## src/rtl/fofir_pkg.sv

```systemverilog
// Shared constants and state type for the FoFIR tap sequencer slice.
package fofir_pkg;

  localparam int NUM_TAPS = 5;
  localparam int SEL_W    = 3;
  localparam int FILL_W   = 3;

  localparam logic [SEL_W-1:0]  SEL_LAST  = SEL_W'(NUM_TAPS - 1);
  localparam logic [FILL_W-1:0] FILL_FULL = FILL_W'(NUM_TAPS);
  localparam logic [FILL_W-1:0] FILL_PRE  = FILL_W'(NUM_TAPS - 1);

  typedef enum logic {
    ST_IDLE = 1'b0,
    ST_SCAN = 1'b1
  } state_e;

endpackage

```

## src/rtl/fofir_tap_shift_reg.sv

```systemverilog
// Five-deep sample delay line with shift enable and synchronous clear.
// Tap 0 holds the newest sample and tap 4 the oldest.
module fofir_tap_shift_reg
  import fofir_pkg::*;
#(
  parameter int data_width = 16
) (
  input  logic                  clk,
  input  logic                  rst_n,
  input  logic                  i_shift_en,
  input  logic                  i_clear,
  input  logic [data_width-1:0] i_data,
  output logic [data_width-1:0] o_tap0,
  output logic [data_width-1:0] o_tap1,
  output logic [data_width-1:0] o_tap2,
  output logic [data_width-1:0] o_tap3,
  output logic [data_width-1:0] o_tap4
);

  logic [data_width-1:0] r_taps [NUM_TAPS];

  // NOTE: this storage is reset because every entry is a visible output;
  // a reset-free array would leave X on the taps until the window fills.
  always_ff @(posedge clk or negedge rst_n) begin
    if (!rst_n) begin
      for (int i = 0; i < NUM_TAPS; i++) r_taps[i] <= '0;
    end else if (i_clear) begin
      for (int i = 0; i < NUM_TAPS; i++) r_taps[i] <= '0;
    end else if (i_shift_en) begin
      r_taps[0] <= i_data;
      for (int i = 1; i < NUM_TAPS; i++) r_taps[i] <= r_taps[i-1];
    end
  end

  assign o_tap0 = r_taps[0];
  assign o_tap1 = r_taps[1];
  assign o_tap2 = r_taps[2];
  assign o_tap3 = r_taps[3];
  assign o_tap4 = r_taps[4];

endmodule

```

## src/rtl/fofir_tap_sequencer.sv

```systemverilog
// Feeds the FoFIR tap mux: keeps a 5-sample window and, once it is full,
// walks sel 0..4 over the frozen window after every newly accepted sample.
module fofir_tap_sequencer
  import fofir_pkg::*;
#(
  parameter int data_width = 16
) (
  input  logic                  clk,
  input  logic                  rst_n,
  input  logic                  flush,
  input  logic [data_width-1:0] in_data,
  input  logic                  in_valid,
  output logic                  in_ready,
  output logic [data_width-1:0] tap0,
  output logic [data_width-1:0] tap1,
  output logic [data_width-1:0] tap2,
  output logic [data_width-1:0] tap3,
  output logic [data_width-1:0] tap4,
  output logic [SEL_W-1:0]      sel,
  output logic                  sel_valid,
  input  logic                  sel_ready,
  output logic                  sel_last,
  output logic                  window_full
);

  state_e              r_state;
  logic [SEL_W-1:0]    r_sel;
  logic [FILL_W-1:0]   r_fill_cnt;

  state_e              w_state_nxt;
  logic [SEL_W-1:0]    w_sel_nxt;
  logic [FILL_W-1:0]   w_fill_nxt;
  logic                w_load;

  assign in_ready = (r_state == ST_IDLE) && !flush;
  assign w_load   = in_valid && in_ready;

  fofir_tap_shift_reg #(
    .data_width (data_width)
  ) u_shift_reg (
    .clk        (clk),
    .rst_n      (rst_n),
    .i_shift_en (w_load),
    .i_clear    (flush),
    .i_data     (in_data),
    .o_tap0     (tap0),
    .o_tap1     (tap1),
    .o_tap2     (tap2),
    .o_tap3     (tap3),
    .o_tap4     (tap4)
  );

  // NOTE: every signal is defaulted to its held value first so no path
  // through the case below can leave one unassigned and infer a latch.
  always_comb begin
    w_state_nxt = r_state;
    w_sel_nxt   = r_sel;
    w_fill_nxt  = r_fill_cnt;
    if (flush) begin
      w_state_nxt = ST_IDLE;
      w_sel_nxt   = '0;
      w_fill_nxt  = '0;
    end else begin
      case (r_state)
        ST_IDLE: begin
          if (w_load) begin
            if (r_fill_cnt != FILL_FULL) w_fill_nxt = r_fill_cnt + FILL_W'(1);
            // A load that leaves the window full starts a fresh scan.
            if (r_fill_cnt == FILL_PRE || r_fill_cnt == FILL_FULL) begin
              w_state_nxt = ST_SCAN;
              w_sel_nxt   = '0;
            end
          end
        end
        ST_SCAN: begin
          if (sel_ready) begin
            if (r_sel == SEL_LAST) begin
              w_sel_nxt   = '0;
              w_state_nxt = ST_IDLE;
            end else begin
              w_sel_nxt = r_sel + SEL_W'(1);
            end
          end
        end
        default: w_state_nxt = ST_IDLE;
      endcase
    end
  end

  // NOTE: non-blocking assignments keep all state updates on this edge
  // independent of the order in which the statements are written.
  always_ff @(posedge clk or negedge rst_n) begin
    if (!rst_n) begin
      r_state    <= ST_IDLE;
      r_sel      <= '0;
      r_fill_cnt <= '0;
    end else begin
      r_state    <= w_state_nxt;
      r_sel      <= w_sel_nxt;
      r_fill_cnt <= w_fill_nxt;
    end
  end

  assign sel         = r_sel;
  assign sel_valid   = (r_state == ST_SCAN);
  assign sel_last    = sel_valid && (r_sel == SEL_LAST);
  assign window_full = (r_fill_cnt == FILL_FULL);

endmodule

```

## config.mk

```make
export PLATFORM = sky130hd
export DESIGN_NAME = fofir_tap_sequencer
export DESIGN_NICKNAME = d
export VERILOG_FILES = /design/src/rtl/fofir_pkg.sv /design/src/rtl/fofir_tap_shift_reg.sv /design/src/rtl/fofir_tap_sequencer.sv
export SDC_FILE = /design/constraint.sdc
export NUM_CORES = 1
export LEC_CHECK = 0
export ABC_AREA = 1
export CAP_MARGIN = 0
export CORE_UTILIZATION = 43
export CTS_BUF_LIST = sky130_fd_sc_hd__clkbuf_16
export CTS_CLUSTER_SIZE = 40
export DETAILED_ROUTE_END_ITERATION = 8
export GPL_TIMING_DRIVEN = 0
export MAX_ROUTING_LAYER = met4
export PLACE_DENSITY = 0.79
export SLEW_MARGIN = 20
export SYNTH_ARGS = -nofsm -noshare
export SYNTH_HDL_FRONTEND = slang
export SYNTH_SLANG_ARGS = --single-unit
```

## constraint.sdc

```tcl
create_clock -name clk -period 1.1 [get_ports clk]
set_input_delay 0.22 -clock clk [delete_from_list [all_inputs] [get_ports clk]]
set_output_delay 0.22 -clock clk [all_outputs]
set_load 0.01 [all_outputs]
```

After elaboration in Yosys (flattened, before gate mapping)
Cells that the tools add are included.
Widths: inputs -> output; s select.
- register bits: 87
- input bits: 21
- output and inout bits: 87
- $add $sub $neg: 2
- eq/ne operators: 8
- muxes and demuxes: 18
- bitwise gates (word level): 1
- reductions and logical operators: 9
- operators with widths (kind ; count):
    $mux 80 ; 2
    $mux 3 ; 9
    $eq 3x3->1 const B ; 3
    $add 3x1->3 const B ; 2
    $ne 3x2->1 const B ; 2
    $ne 3x3->1 const B ; 2
    $pmux 3 s2 ; 1
    $reduce_and 3->1 ; 2
    $mux 1 ; 5
    $reduce_bool 2->1 ; 2
    $logic_and 1x1->1 ; 3
    $ne 2x2->1 const B ; 1
    $pmux 1 s2 ; 1
    $logic_not 1->1 ; 1
    $logic_or 1x1->1 ; 1
    $not 1->1 ; 1

Logic depth before layout (Yosys ltp)
- depth after elaboration: 6
- depth in mapped cells: 8

By module
A second synthesis with hierarchy kept.
- cell total of the unflattened synthesis: 406
- area total of the unflattened synthesis: 3672.3 µm²
- by module, submodules not included (module ; times used ; cells each ; area each (µm²) ; seq. area each (µm²)):
    fofir_tap_shift_reg ; 1 ; 347 ; 3195.6 ; 2001.9
    fofir_tap_sequencer ; 1 ; 59 ; 476.7 ; 175.2

Least setup slack after synthesis
No wires, ideal clock.
- kind: reg-to-reg
- start: register r_state (netlist: sel_valid)
- end: register u_shift_reg.r_taps (netlist bit u_shift_reg.o_tap4[5])
- data arrival time: 1.066 ns
- path slack: -0.091 ns
- stages on the path, launching flop included: 8
- buffers on the path: 1
- cell sequence: dfrtp_1 > inv_2 > nand2_2 > nand2_2 > clkinv_2 > buf_2 > nand2_1 > o21ai_1
- longest elaborated chain between the ends: 4
- RTL lines (what ; RTL line ; RTL):
    start, declared ; fofir_tap_sequencer.sv:26 ; state_e r_state;
    start signal, assigned ; fofir_tap_sequencer.sv:98 ; r_state <= w_state_nxt;
    $not 1->1 ; n/a ;
    $logic_and 1x1->1 ; fofir_tap_sequencer.sv:35 ; assign in_ready = (r_state == ST_IDLE) && !flush;
    $logic_and 1x1->1 ; fofir_tap_sequencer.sv:36 ; assign w_load = in_valid && in_ready;
    $reduce_bool 2->1 (no source line) ; n/a ;
    end, declared ; fofir_tap_shift_reg.sv:20 ; logic [data_width-1:0] r_taps [NUM_TAPS];
No other way between the ends.
A chain may end at the register's enable or synchronous reset.

Worst setup path after layout
- start: register r_sel[1] (netlist: sel[1])
- end: output port sel_last
- longest elaborated chain between the ends: 2
- RTL lines (what ; RTL line ; RTL):
    start, declared ; fofir_tap_sequencer.sv:27 ; logic [SEL_W-1:0] r_sel;
    start signal, assigned ; fofir_tap_sequencer.sv:99 ; r_sel <= w_sel_nxt;
    $eq 3x3->1 ; fofir_tap_sequencer.sv:106 ; assign sel_last = sel_valid && (r_sel == SEL_LAST);
    $logic_and 1x1->1 ; fofir_tap_sequencer.sv:106 ;
    end, declared ; fofir_tap_sequencer.sv:22 ; output logic sel_last,
No other way between the ends.

==> out/qor.yml <==
ios: 108
drv_cap: 0
dp_hpwl_mm: 7.00
start_kind: "flip-flop"
max-slew-margin-rel_pct: 61.2
failed_checks: "hold timing, setup timing"
clk_latency_ns: 0.34
dieArea_mm2: 0.00931
ys.flop_type: "dfrtp_1"
criticalPathCategory: "reg2out"
finalMaxSlewViolations: 0
grt_first_pass_wirelength_mm: 17.3
cts.path.max_buffers: 2
skew_ns: 0.00677
final_nets: 568
rsz0062_at_grt: "yes"
area.growth.synth_to_final_pct: 65.2
start_util_pct: 44.2
crit_family: "flip-flops"
fin_cells: 655
syn_area_per_cell_um2: 11.0
clock-sinks: 87
synthArstFlopShare_pct: 100
synth_edf_count: 0
avgViaCountPerCell: 5.32
fin_crit_ns: 1.54
clk_pin_slew_ns: 0.06
peakVddDrop_v: 0.000685
synth_area_leaders: "dfrtp_1 (57%), o22ai_2 (16%), inv_1 (7.3%), nand2_1 (3.9%), nand3_1 (2.9%)"
cp.required_ns: 0.88
grt_use_total_pct: 26.2
drc: 0
antenna_found_initial: 0
cts_made_buffers: 9
synth.distinct_cells: 21
htreeDepth: 3
slowest_stage: "dfrtp_1"
finalHoldViolations: 43
whs_ns: -0.108
timing.critical_path.cells: "inv_1 > ha_1 > nand2_2 > nor2_4 > buf_6"
p_per_area_mw_per_mm2: 1210
syn_nets: 376
fp.dieW_um: 96.5
gp_congestion: 0.793
clock.fmax_mhz: 647
yosys.area.top_type: "dfrtp_1"
hold_class: "in2async"
min_period_over_period_pct: 140
end_kind: "primary output"
grt_pass1_vias: 3245
diodes: 0
vias: 3483
critPathArrivalTime_ns: 1.32
rows: 34
placedCellCount: 566
cts_tree: "yes"
cts-root-buf: "clkbuf_16"
coreArea_mm2: 0.00868
post-synth-top-count-cell: "dfrtp_1"
stdcell_area_mm2: 0.00634
leakage_nw: 3.11
drive_above_1_share_pct: 57.6
ant_nets: 0
worst_slew_pin_slew_ns: 0.582
syn_inst: 350
synth_top_area_share_pct: 56.7
wirelength_mm: 13.2
synthTopCellsByCount: "dfrtp_1 (87), inv_1 (75), o22ai_2 (48)"
die_h_um: 96.5
grt_remaining_overflow: 0
slowest_delay_ns: 0.40
first_pass_iters: 4
placed_area_mm2: 0.00507
ys_ff_latch: 87
syn_area_mm2: 0.00384
fill_cells: 560
drt_first_iter_violations: 169
synth_warnings: 0
path_max_fanout: 2
grt_start_max_net_pins: 45
synth_seq_area_share_pct: 56.7
fin_tns_setup_ns: -24.30
cp_num_buf_inv: 2
status: "complete, but fails checks"
setup_viol: 102
numPortBuffers: 107
fin_ws_ns: -0.445
fin_util_pct: 73.0
post_drt_wl_per_cell_um: 20.1
[metrics by stage]
stage | hold WS [ns] | setup slack, ns | total power, W
4_1_cts | -0.102 | -0.393 | 0.00741
2_1_floorplan | -0.0756 | -0.0591 | 0.00379
3_5_place_dp | 0.248 | -0.919 | 0.00420
3_3_place_gp | 0.479 | -3.53 | 0.00417
6_report | -0.108 | -0.445 | 0.00767
5_1_grt | -0.0671 | -0.544 | 0.00789
[layout by cell type, fill, tap and decap left out, types with 2 or more instances in the layout]
cell	n
o22ai_4	6
nand3_2	3
buf_6	35
clkbuf_16	11
o21ai_2	23
nand2_1	16
inv_2	4
clkinv_4	2
ha_4	3
buf_4	42
nand2_2	18
nor2_1	4
o21ai_1	10
ha_1	2
inv_8	2
nor2_2	2
nand3_1	18
o22ai_2	42
inv_1	70
nand2_4	9
inv_4	2
dfrtp_1	86
buf_2	74
buf_12	17
nor2_4	3
buf_8	4
buf_16	6
clkinv_1	2
clkdlybuf4s50_1	17
[what timing repair did]
action | in CTS | in global routing
setup endpoints to repair | 174 | 134
resized for setup | 405 | 113
buffers inserted | 33 | 37
pin swaps | 8 | 20
cloned | 7 | 2
endpoints found under the hold margin | 43 | 43
[final timing paths]
check | start | to | slack (ns) | cells after the start
min in group clk | in_data[13] | u_shift_reg.o_tap0[13] | 0.45 | 3
setup reg to reg | sel_valid | u_shift_reg.o_tap4[6] | -0.34 | 10
max in group asynchronous | rst_n | u_shift_reg.o_tap1[13] | 0.58 | 2
hold / removal | rst_n | u_shift_reg.o_tap3[6] | -0.11 | 1
hold reg to reg | u_shift_reg.o_tap4[5] | u_shift_reg.o_tap4[5] | 0.49 | 2
setup / recovery | sel[1] | sel_last | -0.44 | 5
[kinds of logic after synthesis]
logic type               after synthesis  synth area share [%]
XOR/XNOR                               1                 0.228
adder cells (fa/ha/maj)                5                  1.63
AND/OR/NAND/NOR                       76                  8.58
flip-flops                            87                  56.7
buffers and inverters                 96                  11.2
AO/OA/AOI/OAI                         85                  21.7
[registers in the layout, summed over array words and instances, names as in the netlist]
register            cells
u_shift_reg.o_tap0     16
r_fill_cnt              3
u_shift_reg.o_tap2     16
sel                     3
u_shift_reg.o_tap3     16
sel_valid               1
u_shift_reg.o_tap1     16
u_shift_reg.o_tap4     16
[worst reg2reg max path, stage by stage (launching register included)]
cell and delay (ns):
dfrtp_2 0.41, buf_6 0.14, inv_8 0.06, nand2_4 0.06, nand2_4 0.12, buf_6 0.11
buf_6 0.11, inv_8 0.05, clkbuf_16 0.16, nand2_2 0.06, o21ai_2 0.06
[report_power, final]
group,switching [W],internal (W)
registers,0.0000564,0.00328
clock network,0.00130,0.00176
logic,0.000654,0.000624
[cell type report]
cell class	count	area [um2]	share of cell area, %
Multi-Input combinational cell	167	1530	24.1
Clock inverter	7	71.3	1.13
Timing Repair Buffer	185	1680	26.5
Buffer	14	204	3.22
Inverter	78	313	4.93
Tap cell	108	135	2.13
Sequential cell	87	2180	34.4
Clock buffer	9	225	3.55
[layer usage]
| layer | track usage, % | share of wire, % | vias up | wire, um |
|---|---|---|---|---|
| met5 | - | 0 | - | 0 |
| met4 | 10.5 | 2.9 | 0 | 385 |
| met3 | 3.05 | 6.3 | 34 | 833 |
| met2 | 41.7 | 52 | 163 | 6800 |
| met1 | 34.2 | 39 | 1760 | 5140 |
| li1 | - | - | 1526 | - |
(Power assumes the default switching activity.)
